<file path="src/rtl/tl_router_param.sv">
// Parameterised 1-to-N_CH word router with an input FIFO and per-channel output FIFOs.
// Latency: 1 cycle push into the input FIFO, 1 cycle move to the channel, read data registered 1 cycle after pop.
// Backpressure: the head stalls while its channel is at the high threshold; pauseIn warns; overflow is sticky.

module tl_fifo #(
   parameter int W     = 12,
   parameter int DEPTH = 8,
   parameter int AW    = $clog2(DEPTH)
) (
   input  logic          clk,
   input  logic          reset,
   input  logic          wr_vld,
   input  logic [W-1:0]  wr_dat,
   input  logic          rd_rdy,
   output logic [W-1:0]  rd_dat,
   output logic [AW:0]   cnt,
   output logic [AW:0]   cnt_nxt
);
   // Plain circular buffer; the caller only writes when not full and reads when not empty.
   // Latency: write visible at rd_dat one cycle later when the FIFO was empty.
   // Backpressure: none internally; the caller gates wr_vld and rd_rdy.
   localparam logic [AW-1:0] PTR_ONE = 1;
   localparam logic [AW:0]   CNT_ONE = 1;

   logic [W-1:0]  mem [DEPTH];
   logic [AW-1:0] wptr;
   logic [AW-1:0] rptr;

   assign rd_dat = mem[rptr];

   always_comb begin
      cnt_nxt = cnt;
      if (wr_vld && !rd_rdy)
         cnt_nxt = cnt + CNT_ONE;
      else if (!wr_vld && rd_rdy)
         cnt_nxt = cnt - CNT_ONE;
   end

   always_ff @(posedge clk) begin
      if (!reset) begin
         wptr <= '0;
         rptr <= '0;
         cnt  <= '0;
      end else begin
         if (wr_vld)
            wptr <= wptr + PTR_ONE;
         if (rd_rdy)
            rptr <= rptr + PTR_ONE;
         cnt <= cnt_nxt;
      end
   end

   always_ff @(posedge clk) begin
      if (wr_vld)
         mem[wptr] <= wr_dat;
   end
endmodule

module tl_router_param #(
   parameter  int DATA_W   = 12,
   parameter  int DEPTH    = 8,
   parameter  int N_CH     = 4,
   parameter  int DEST_LSB = 8,
   parameter  int CNT_W    = 5,
   localparam int AW       = $clog2(DEPTH),
   localparam int CW       = $clog2(N_CH)
) (
   input  logic                     clk,
   input  logic                     reset,
   input  logic                     init,
   input  logic [AW-1:0]            Umbral_alto,
   input  logic [AW-1:0]            Umbral_bajo,
   input  logic                     pushIn,
   input  logic [DATA_W-1:0]        dataIn,
   input  logic [N_CH-1:0]          popOut,
   output logic [N_CH*DATA_W-1:0]   dataOut,
   output logic [N_CH-1:0]          almost_full,
   output logic [N_CH-1:0]          almost_empty,
   output logic [N_CH-1:0]          empty,
   output logic                     pauseIn,
   output logic                     errorIn,
   input  logic                     req,
   input  logic [CW:0]              idx,
   output logic [CNT_W-1:0]         counterOut,
   output logic                     counterValid,
   output logic [2:0]               state
);
   typedef enum logic [2:0] {
      ST_RESET  = 3'd0,
      ST_INIT   = 3'd1,
      ST_IDLE   = 3'd2,
      ST_ACTIVE = 3'd3,
      ST_ERROR  = 3'd4
   } state_t;

   localparam logic [AW:0]    FULL_CNT = (AW+1)'(DEPTH);
   localparam logic [CW:0]    IDX_SUM  = (CW+1)'(N_CH);
   localparam logic [CNT_W-1:0] CTR_ONE = 1;

   state_t            st_q, st_d;
   logic [AW-1:0]     thr_hi_q, thr_lo_q;
   logic [AW-1:0]     thr_hi_nxt, thr_lo_nxt;

   logic [DATA_W-1:0] in_dat;
   logic [AW:0]       in_cnt, in_cnt_nxt;
   logic [CW-1:0]     dest;
   logic [AW:0]       dst_cnt;
   logic              blk, push_ok, overflow, move, any_busy;

   logic [DATA_W-1:0] out_dat     [N_CH];
   logic [AW:0]       out_cnt     [N_CH];
   logic [AW:0]       out_cnt_nxt [N_CH];
   logic [N_CH-1:0]   move_k, pop_ok;
   logic [CNT_W-1:0]  ctr [N_CH];
   logic [CNT_W-1:0]  ctr_sum;

   assign state = st_q;

   // Thresholds seen at the next edge, so flags registered while in INIT already use the new values.
   assign thr_hi_nxt = (st_q == ST_INIT) ? Umbral_alto : thr_hi_q;
   assign thr_lo_nxt = (st_q == ST_INIT) ? Umbral_bajo : thr_lo_q;

   assign blk      = (st_q == ST_INIT) || (st_q == ST_RESET);
   assign push_ok  = pushIn && (in_cnt != FULL_CNT) && !blk;
   assign overflow = pushIn && (in_cnt == FULL_CNT) && !blk;
   assign dest     = in_dat[DEST_LSB +: CW];
   assign dst_cnt  = out_cnt[dest];
   assign move     = !blk && (in_cnt != '0) && (dst_cnt < {1'b0, thr_hi_q}) && (dst_cnt != FULL_CNT);

   tl_fifo #(.W(DATA_W), .DEPTH(DEPTH), .AW(AW)) u_in_fifo (
      .clk     (clk),
      .reset   (reset),
      .wr_vld  (push_ok),
      .wr_dat  (dataIn),
      .rd_rdy  (move),
      .rd_dat  (in_dat),
      .cnt     (in_cnt),
      .cnt_nxt (in_cnt_nxt)
   );

   for (genvar g = 0; g < N_CH; g++) begin : g_ch
      tl_fifo #(.W(DATA_W), .DEPTH(DEPTH), .AW(AW)) u_out_fifo (
         .clk     (clk),
         .reset   (reset),
         .wr_vld  (move_k[g]),
         .wr_dat  (in_dat),
         .rd_rdy  (pop_ok[g]),
         .rd_dat  (out_dat[g]),
         .cnt     (out_cnt[g]),
         .cnt_nxt (out_cnt_nxt[g])
      );
   end

   always_comb begin
      move_k   = '0;
      pop_ok   = '0;
      ctr_sum  = '0;
      any_busy = (in_cnt != '0);
      for (int k = 0; k < N_CH; k++) begin
         move_k[k] = move && (dest == CW'(k));
         pop_ok[k] = popOut[k] && (out_cnt[k] != '0);
         ctr_sum   = ctr_sum + ctr[k];
         if (out_cnt[k] != '0)
            any_busy = 1'b1;
      end
   end

   always_comb begin
      st_d = st_q;
      if (st_q == ST_ERROR)
         st_d = ST_ERROR;
      else if (overflow)
         st_d = ST_ERROR;
      else if (init)
         st_d = ST_INIT;
      else begin
         case (st_q)
            ST_RESET:  st_d = ST_INIT;
            ST_INIT:   st_d = ST_IDLE;
            ST_IDLE:   if (any_busy) st_d = ST_ACTIVE;
            ST_ACTIVE: if (!any_busy) st_d = ST_IDLE;
            default:   st_d = ST_RESET;
         endcase
      end
   end

   always_ff @(posedge clk) begin
      if (!reset) begin
         st_q     <= ST_RESET;
         thr_hi_q <= '0;
         thr_lo_q <= '0;
         pauseIn  <= 1'b0;
         errorIn  <= 1'b0;
      end else begin
         st_q     <= st_d;
         thr_hi_q <= thr_hi_nxt;
         thr_lo_q <= thr_lo_nxt;
         pauseIn  <= (in_cnt_nxt >= {1'b0, thr_hi_nxt});
         errorIn  <= errorIn | overflow;
      end
   end

   always_ff @(posedge clk) begin
      if (!reset) begin
         dataOut      <= '0;
         almost_full  <= '0;
         almost_empty <= '1;
         empty        <= '1;
         for (int k = 0; k < N_CH; k++)
            ctr[k] <= '0;
      end else begin
         for (int k = 0; k < N_CH; k++) begin
            if (pop_ok[k]) begin
               dataOut[k*DATA_W +: DATA_W] <= out_dat[k];
               ctr[k]                      <= ctr[k] + CTR_ONE;
            end
            almost_full[k]  <= (out_cnt_nxt[k] >= {1'b0, thr_hi_nxt});
            almost_empty[k] <= (out_cnt_nxt[k] <= {1'b0, thr_lo_nxt});
            empty[k]        <= (out_cnt_nxt[k] == '0);
         end
      end
   end

   // Readout samples the counters before this edge's increment.
   always_ff @(posedge clk) begin
      if (!reset) begin
         counterValid <= 1'b0;
         counterOut   <= '0;
      end else begin
         counterValid <= req && (st_q == ST_IDLE);
         counterOut   <= '0;
         if (req && (st_q == ST_IDLE)) begin
            if (idx < IDX_SUM)
               counterOut <= ctr[idx[CW-1:0]];
            else if (idx == IDX_SUM)
               counterOut <= ctr_sum;
         end
      end
   end
endmodule

</file>
<file path="config.mk">
export PLATFORM = sky130hd
export DESIGN_NAME = tl_router_param
export DESIGN_NICKNAME = d
export VERILOG_FILES = /design/src/rtl/tl_router_param.sv
export SDC_FILE = /design/constraint.sdc
export NUM_CORES = 1
export LEC_CHECK = 0
export CAP_MARGIN = 20
export CORE_MARGIN = 2
export CORE_UTILIZATION = 50
export DETAILED_ROUTE_END_ITERATION = 8
export PLACE_DENSITY = 0.75
export SLEW_MARGIN = 20
export SYNTH_ARGS = -nofsm -noshare
export SYNTH_HDL_FRONTEND = slang
export SYNTH_SLANG_ARGS = --single-unit
</file>
<file path="constraint.sdc">
create_clock -name clk -period 15.4 [get_ports clk]
set_input_delay 3.08 -clock clk [delete_from_list [all_inputs] [get_ports clk]]
set_output_delay 3.08 -clock clk [all_outputs]
set_load 0.01 [all_outputs]
</file>
==> reports/results.ini, run 1 <==
[cts]
cts_resized = 0
clkLatencyLatePin_ns = 0.62
tritoncts = done
cts_hold_buf = 0
ctsHtreeMaxLevel = 2
postCtsSetupBuffers = 0
cts_max_path_buffers = 3
root_buffer = clkbuf_16
path_clk_slew_ns = 0.06
cts_buffers = 60
cts.sinks = 630

[finish]
drive_above_1_share_pct = 18.2
n_antenna_cell = 0
most-common-layout-cells = edfxtp_1, dfxtp_1, mux4_2
nNetsFinal = 1746
layout_commonest_cell = edfxtp_1
post-route-util_pct = 58.3
final_cell_area_um2 = 29800
area_growth_pct = 15.7

[drt]
wirelength_mm = 53.6
firstDrtPassIters = 5
first_iter_violations = 1120
routedWlPerCell_um = 22.4
via_per_inst = 5.76
drc = 0
ant_nets = 0
via_count = 13781

[synthesis]
synth.top_cell.area_share_pct = 58.2
synth_nets = 1622
post_synth_inst_count = 1535
synth_edf_count = 500
synth_area_um2 = 25800
seq_area_frac_synth_pct = 68.3
ys_ff_latch = 630
synth_area_per_cell_um2 = 16.8
synth_top_area_cell = edfxtp_1
ys.flop_type = edfxtp_1
ys_types = 70
yosys_warnings = 0
async_flop_share_pct = 0
yosys-top-cells-area = edfxtp_1, mux4_2, dfxtp_1, ha_1, mux2i_1

[pwr]
p_comb_share_pct = 21.2
sequentialPowerShare_pct = 44.7
intPower_mw = 3.38
swShare_pct = 26.3
p_leak_nw = 10.2
clock_power_share_pct = 34.1
power_density_nw_per_um2 = 154
switchingPower_mw = 1.21
ir_drop_mv = 0.109

[die]
start_util_pct = 50.4
chipHeight_um = 231
ioPinCount = 101
rows = 83
die_x_um = 231
core_area_um2 = 51200
dieArea_um2 = 53400

[critical_path]
worstSetupEndpointType = flop
crit_arrival_ns = 7.33
critPathLaunchType = flop
rr_worst_depth = 16
required_ns = 15.90
path_class = reg -> reg
r2r_end = almost_empty[3]
cp_max_fo = 37
ff2ff_setup_slack_ns = 8.57

[global_route]
grt_max_degree = 107
overflow = 0
antenna_found_initial = 3
grt_usage_pct = 20.4
grt_pass1_wl_mm = 82.9
grt_pass1_vias = 14253

[placement]
dp_hpwl_mm = 32.7
io_buffers = 100
place_congestion = 0.839
place_area_um2 = 27700

[sta]
rsz0062_at_grt = no
fin_tns_setup_ns = 0
slew_headroom_pct = 31.4
slew_viol_final = 0
post-route-min-period_ns = 6.83
whs_ns = 0.467
fmax_ghz = 0.146
tightestPinTransition_ns = 1.02
fin_skew_ns = 0.0217
layout_worst_path_cycle_share_pct = 44.4
setup_viol = 0
hold_viol_final = 0

[worst_hold_path]
worstHoldStart = errorIn
hp-class = reg -> reg
worstHoldPathCells = 1
holdPathEnd = errorIn

[status]
status = finished clean

[run]
drv_cap = 0

-- worst max-delay path, cell delays in order, from the launching register on --
cell,delay (ns)
dfxtp_1,0.79
mux4_2,0.62
mux2i_4,0.55
clkinv_1,0.97
a211oi_1,0.47
a21oi_1,0.08
ha_1,0.34
a21boi_0,0.28
nand4_1,0.18
a2111oi_2,0.77
a31oi_1,0.21
xnor2_1,0.37
ha_1,0.33
nand2_1,0.08
a21oi_1,0.05
or4_1,0.49
o311ai_0,0.12
-- layout make-up --
| type | count | area, um^2 |
|---|---|---|
| fill | 3761 | 21400 |
| sequential | 630 | 17600 |
| multi-input combinational | 797 | 7810 |
| clock buffer | 80 | 1710 |
| timing repair buffer | 144 | 1340 |
| tap | 680 | 851 |
| clock inverter | 34 | 423 |
| inverter | 26 | 97.6 |
-- metal layers --
layer	vias up	global-route usage, %	routed length (um)
li1	6199	-	-
met1	7048	27.9	22900
met2	442	33.4	26000
met3	92	3.63	3220
met4	0	6.57	1420
met5	-	0	0
-- power by group through the flow --
stage	logic, mW	registers [mW]	clock network (mW)
2_1_floorplan	0.623	2.08	0
3_3_place_gp	0.950	2.08	0
3_5_place_dp	0.975	2.08	0
4_1_cts	0.982	2.05	1.59
5_1_grt	1.07	2.06	1.65
6_report	0.973	2.05	1.56
-- cells in the mapped netlist, types with 8 or more instances --
master and count:
edfxtp_1 500, dfxtp_1 130, mux4_2 123, nand2_1 113, nor2_1 58, mux2i_1 57
clkbuf_1 56, ha_1 49, o211a_1 48, xnor2_1 40, and2_1 39, inv_1 25
nand2b_1 24, a21oi_1 22, nand3_1 22, nor2b_1 21, nor3_1 20, buf_1 19
xor2_1 17, a21boi_0 13, o21ai_0 13, mux2_2 12, and3_1 9, nor3b_1 9
fa_1 8
-- logic make-up (layout without fill, tap and decap cells) --
group	Yosys count	count (layout)	synth area share, %
flops	630	630	68.3
xor+xnor	57	57	1.94
mux	197	197	13.9
fa+ha+maj	64	64	3.27
compound gates	144	144	4.61
simple gates	335	335	6.35
buf+inv	108	284	1.62
-- state kept, by name, indices dropped and copies added (netlist names), 5 cells and up, named ones only --
name,count
counterOut,5
ctr,20
dataOut,48
g_ch.u_out_fifo.cnt,16
g_ch.u_out_fifo.mem,384
g_ch.u_out_fifo.rptr,12
g_ch.u_out_fifo.wptr,12
u_in_fifo.mem,96
-- worst max-delay path by stage --
| stage | startpoint | end | cells past startpoint |
|---|---|---|---|
| 2_1_floorplan | pushIn | u_in_fifo.mem[0][0] | 4 |
| 3_3_place_gp | flop | almost_empty[3] | 16 |
| 3_5_place_dp | flop | almost_empty[3] | 16 |
| 4_1_cts | flop | almost_empty[3] | 16 |
| 5_1_grt | flop | almost_empty[3] | 16 |
| 6_report | flop | almost_empty[3] | 16 |
-- per-stage QoR --
step	total power [mW]	setup WS, ns	std cells
6_report	4.58	8.57	2391
5_1_grt	4.79	7.91	2391
4_1_cts	4.62	8.96	2391
3_5_place_dp	3.06	8.98	2277
3_3_place_gp	3.03	9.31	2274
2_1_floorplan	2.71	10.22	1535
Note: power is estimated with default switching activity, not from simulation.
==> run 2, diff against run 1 <==
clock period = 6.8 ns   (was 15.4 ns; I/O delays follow)
==> run 2 against run 1 <==
Register-to-register slack got worse by 7.4 ns. Critical endpoint is now g_ch[2].u_out_fifo.mem[4][10]. Clock power is 130% higher. Sequential share of layout area is 0.13 points lower. Largest power group unchanged. Critical path type unchanged.
==> reports/results.ini, run 2 (synthesis gave the netlist of run 1 again) <==
[sta]
slew_headroom_pct = 27.8  ; was 31.4%
fin_tns_setup_ns = 0  ; unchanged
layout_worst_path_cycle_share_pct = 82.5  ; was 44.4%
hold_viol_final = 0  ; unchanged
slew_viol_final = 0  ; unchanged
setup_viol = 0  ; unchanged
fin_skew_ns = 0.0257  ; was 0.0217 ns
rsz0062_at_grt = no  ; unchanged
fmax_ghz = 0.178  ; was 0.146 GHz
post-route-min-period_ns = 5.61  ; was 6.83 ns
tightestPinTransition_ns = 1.08  ; was 1.02 ns

[finish]
reg.largest.list = g_ch.u_out_fifo.mem (384), u_in_fifo.mem (96), dataOut (48)  ; unchanged
area_growth_pct = 16.0  ; was 15.7%
most-common-layout-cells = edfxtp_1, dfxtp_1, mux4_2  ; unchanged
nNetsFinal = 1754  ; was 1,746
regMostFlops = g_ch.u_out_fifo.mem  ; unchanged
n_fill_cell = 3784  ; was 3,761
ff_latch_area_um2 = 17600  ; about the same
multi_input_comb_area_um2 = 7810  ; about the same
layout_commonest_cell = edfxtp_1  ; unchanged
post-route-util_pct = 58.4  ; was 58.3%
drive_above_1_share_pct = 17.9  ; was 18.2%
final_cell_area_um2 = 29900  ; was 29,800 um^2
largest_reg_flops = 384  ; unchanged

[cts]
cts.sinks = 630  ; unchanged
root_buffer = clkbuf_16  ; unchanged
path_clk_slew_ns = 0.06  ; about the same
cts_buffers = 66  ; was 60
tritoncts = done  ; unchanged
cts_hold_buf = 0  ; unchanged
cts_resized = 0  ; unchanged
postCtsSetupBuffers = 0  ; unchanged
ctsHtreeMaxLevel = 3  ; was 2
clkLatencyLatePin_ns = 0.60  ; was 0.62 ns
cts_max_path_buffers = 3  ; unchanged

[critical_path]
required_ns = 7.01  ; was 15.90 ns
crit_arrival_ns = 5.82  ; was 7.33 ns
path_buf_inv = 1  ; unchanged
slowest_stage = nor2_1  ; was clkinv_1
critPathMaxStageDelay_ns = 0.83  ; was 0.97 ns
worstPathCellList = mux4_2 > mux2i_4 > inv_2 > a211oi_1 > a21oi_1 > ha_1 > a21boi_0 > nand4_1 > a2111oi_4 > or2b_1 > nor2_1  ; was mux4_2 > mux2i_4 > clkinv_1 > a211oi_1 > a21oi_1 > ha_1 > a21boi_0 > nand4_1 > a2111oi_2 > a31oi_1 > xnor2_1 > ha_1 > nand2_1 > a21oi_1 > or4_1 > o311ai_0
critPathLaunchType = flop  ; unchanged
critPathTopFamily = compound AO/OA/AOI/OAI gates  ; unchanged
path_class = reg -> reg  ; unchanged
cp_max_fo = 37  ; unchanged
worstSetupEndpointType = flop  ; unchanged

[drt]
firstDrtPassIters = 5  ; unchanged
routedWlPerCell_um = 22.1  ; was 22.4 um
via_count = 13823  ; was 13,781
first_iter_violations = 1022  ; was 1,120
wirelength_mm = 52.9  ; was 53.6 mm
ant_nets = 0  ; unchanged
drc = 0  ; unchanged
via_per_inst = 5.76  ; about the same

[die]
die_x_um = 231  ; unchanged
dieArea_um2 = 53400  ; unchanged
start_util_pct = 50.4  ; unchanged
ioPinCount = 101  ; unchanged
chipHeight_um = 231  ; unchanged
rows = 83  ; unchanged
core_area_um2 = 51200  ; unchanged

[placement]
dp_hpwl_mm = 32.7  ; about the same
io_buffers = 100  ; unchanged
place_area_um2 = 27700  ; about the same
place_congestion = 0.869  ; was 0.839

[global_route]
overflow = 0  ; unchanged
grt_pass1_vias = 14011  ; was 14,253
antenna_found_initial = 3  ; unchanged
grt_pass1_wl_mm = 82.3  ; was 82.9 mm
grt_max_degree = 89  ; was 107
grt_usage_pct = 20.4  ; about the same

[worst_hold_path]
hp-class = reg -> reg  ; unchanged

[pwr]
p_leak_nw = 10.2  ; about the same
power_density_nw_per_um2 = 349  ; was 154 nW/um^2
ir_drop_mv = 0.214  ; was 0.109 mV

[run]
drv_cap = 0  ; unchanged

[status]
status = finished clean  ; unchanged

-- run 2: worst paths after layout --
| check | end | startpoint | slack (ns) | cells past startpoint |
|---|---|---|---|---|
| worst max-delay path | g_ch[2].u_out_fifo.mem[4][10] | flop | 1.19 | 11 |
| worst min-delay path | errorIn | errorIn | 0.47 | 1 |
| worst max register to register | g_ch[2].u_out_fifo.mem[4][10] | flop | 1.19 | 11 |
| worst min register to register | errorIn | errorIn | 0.47 | 1 |
-- run 2: per-stage QoR --
step | hold WS (ns) | worst slack [ns] | power [mW] | instances
2_1_floorplan | 0.454 | 1.78 | 6.13 | 1535
3_3_place_gp | 0.450 | 1.12 | 6.86 | 2277
3_5_place_dp | 0.455 | 0.892 | 6.92 | 2279
4_1_cts | 0.468 | 0.802 | 10.5 | 2399
5_1_grt | 0.482 | 0.834 | 10.9 | 2400
6_report | 0.466 | 1.19 | 10.4 | 2400
-- run 2: power breakdown --
group | switching, mW | internal, mW
combinational | 1.06 | 1.13
clock | 1.43 | 2.18
sequential | 0.246 | 4.40
total | 2.73 | 7.71
-- run 2: final cells by class --
class / count / share of cell area, %
timing repair buffer: 146 / 4.49
inverter: 26 / 0.326
antenna: 1 / 0.00837
multi-input combinational: 797 / 26.1
sequential: 630 / 58.9
clock inverter: 27 / 0.971
tap: 680 / 2.84
clock buffer: 93 / 6.35
-- run 2: worst register-to-register path, stage by stage, from the launching register on --
cell	delay [ns]
dfxtp_1	0.40
mux4_2	0.55
mux2i_4	0.55
inv_2	0.48
a211oi_1	0.36
a21oi_1	0.09
ha_1	0.33
a21boi_0	0.26
nand4_1	0.22
a2111oi_4	0.79
or2b_1	0.36
nor2_1	0.83
-- run 2: layer usage --
metal / track usage (%) / share of wire (%)
met4: 6.85 / 2.4
met5: 0 / 0
met1: 27.4 / 42
met2: 34.2 / 51
met3: 3.19 / 5.3
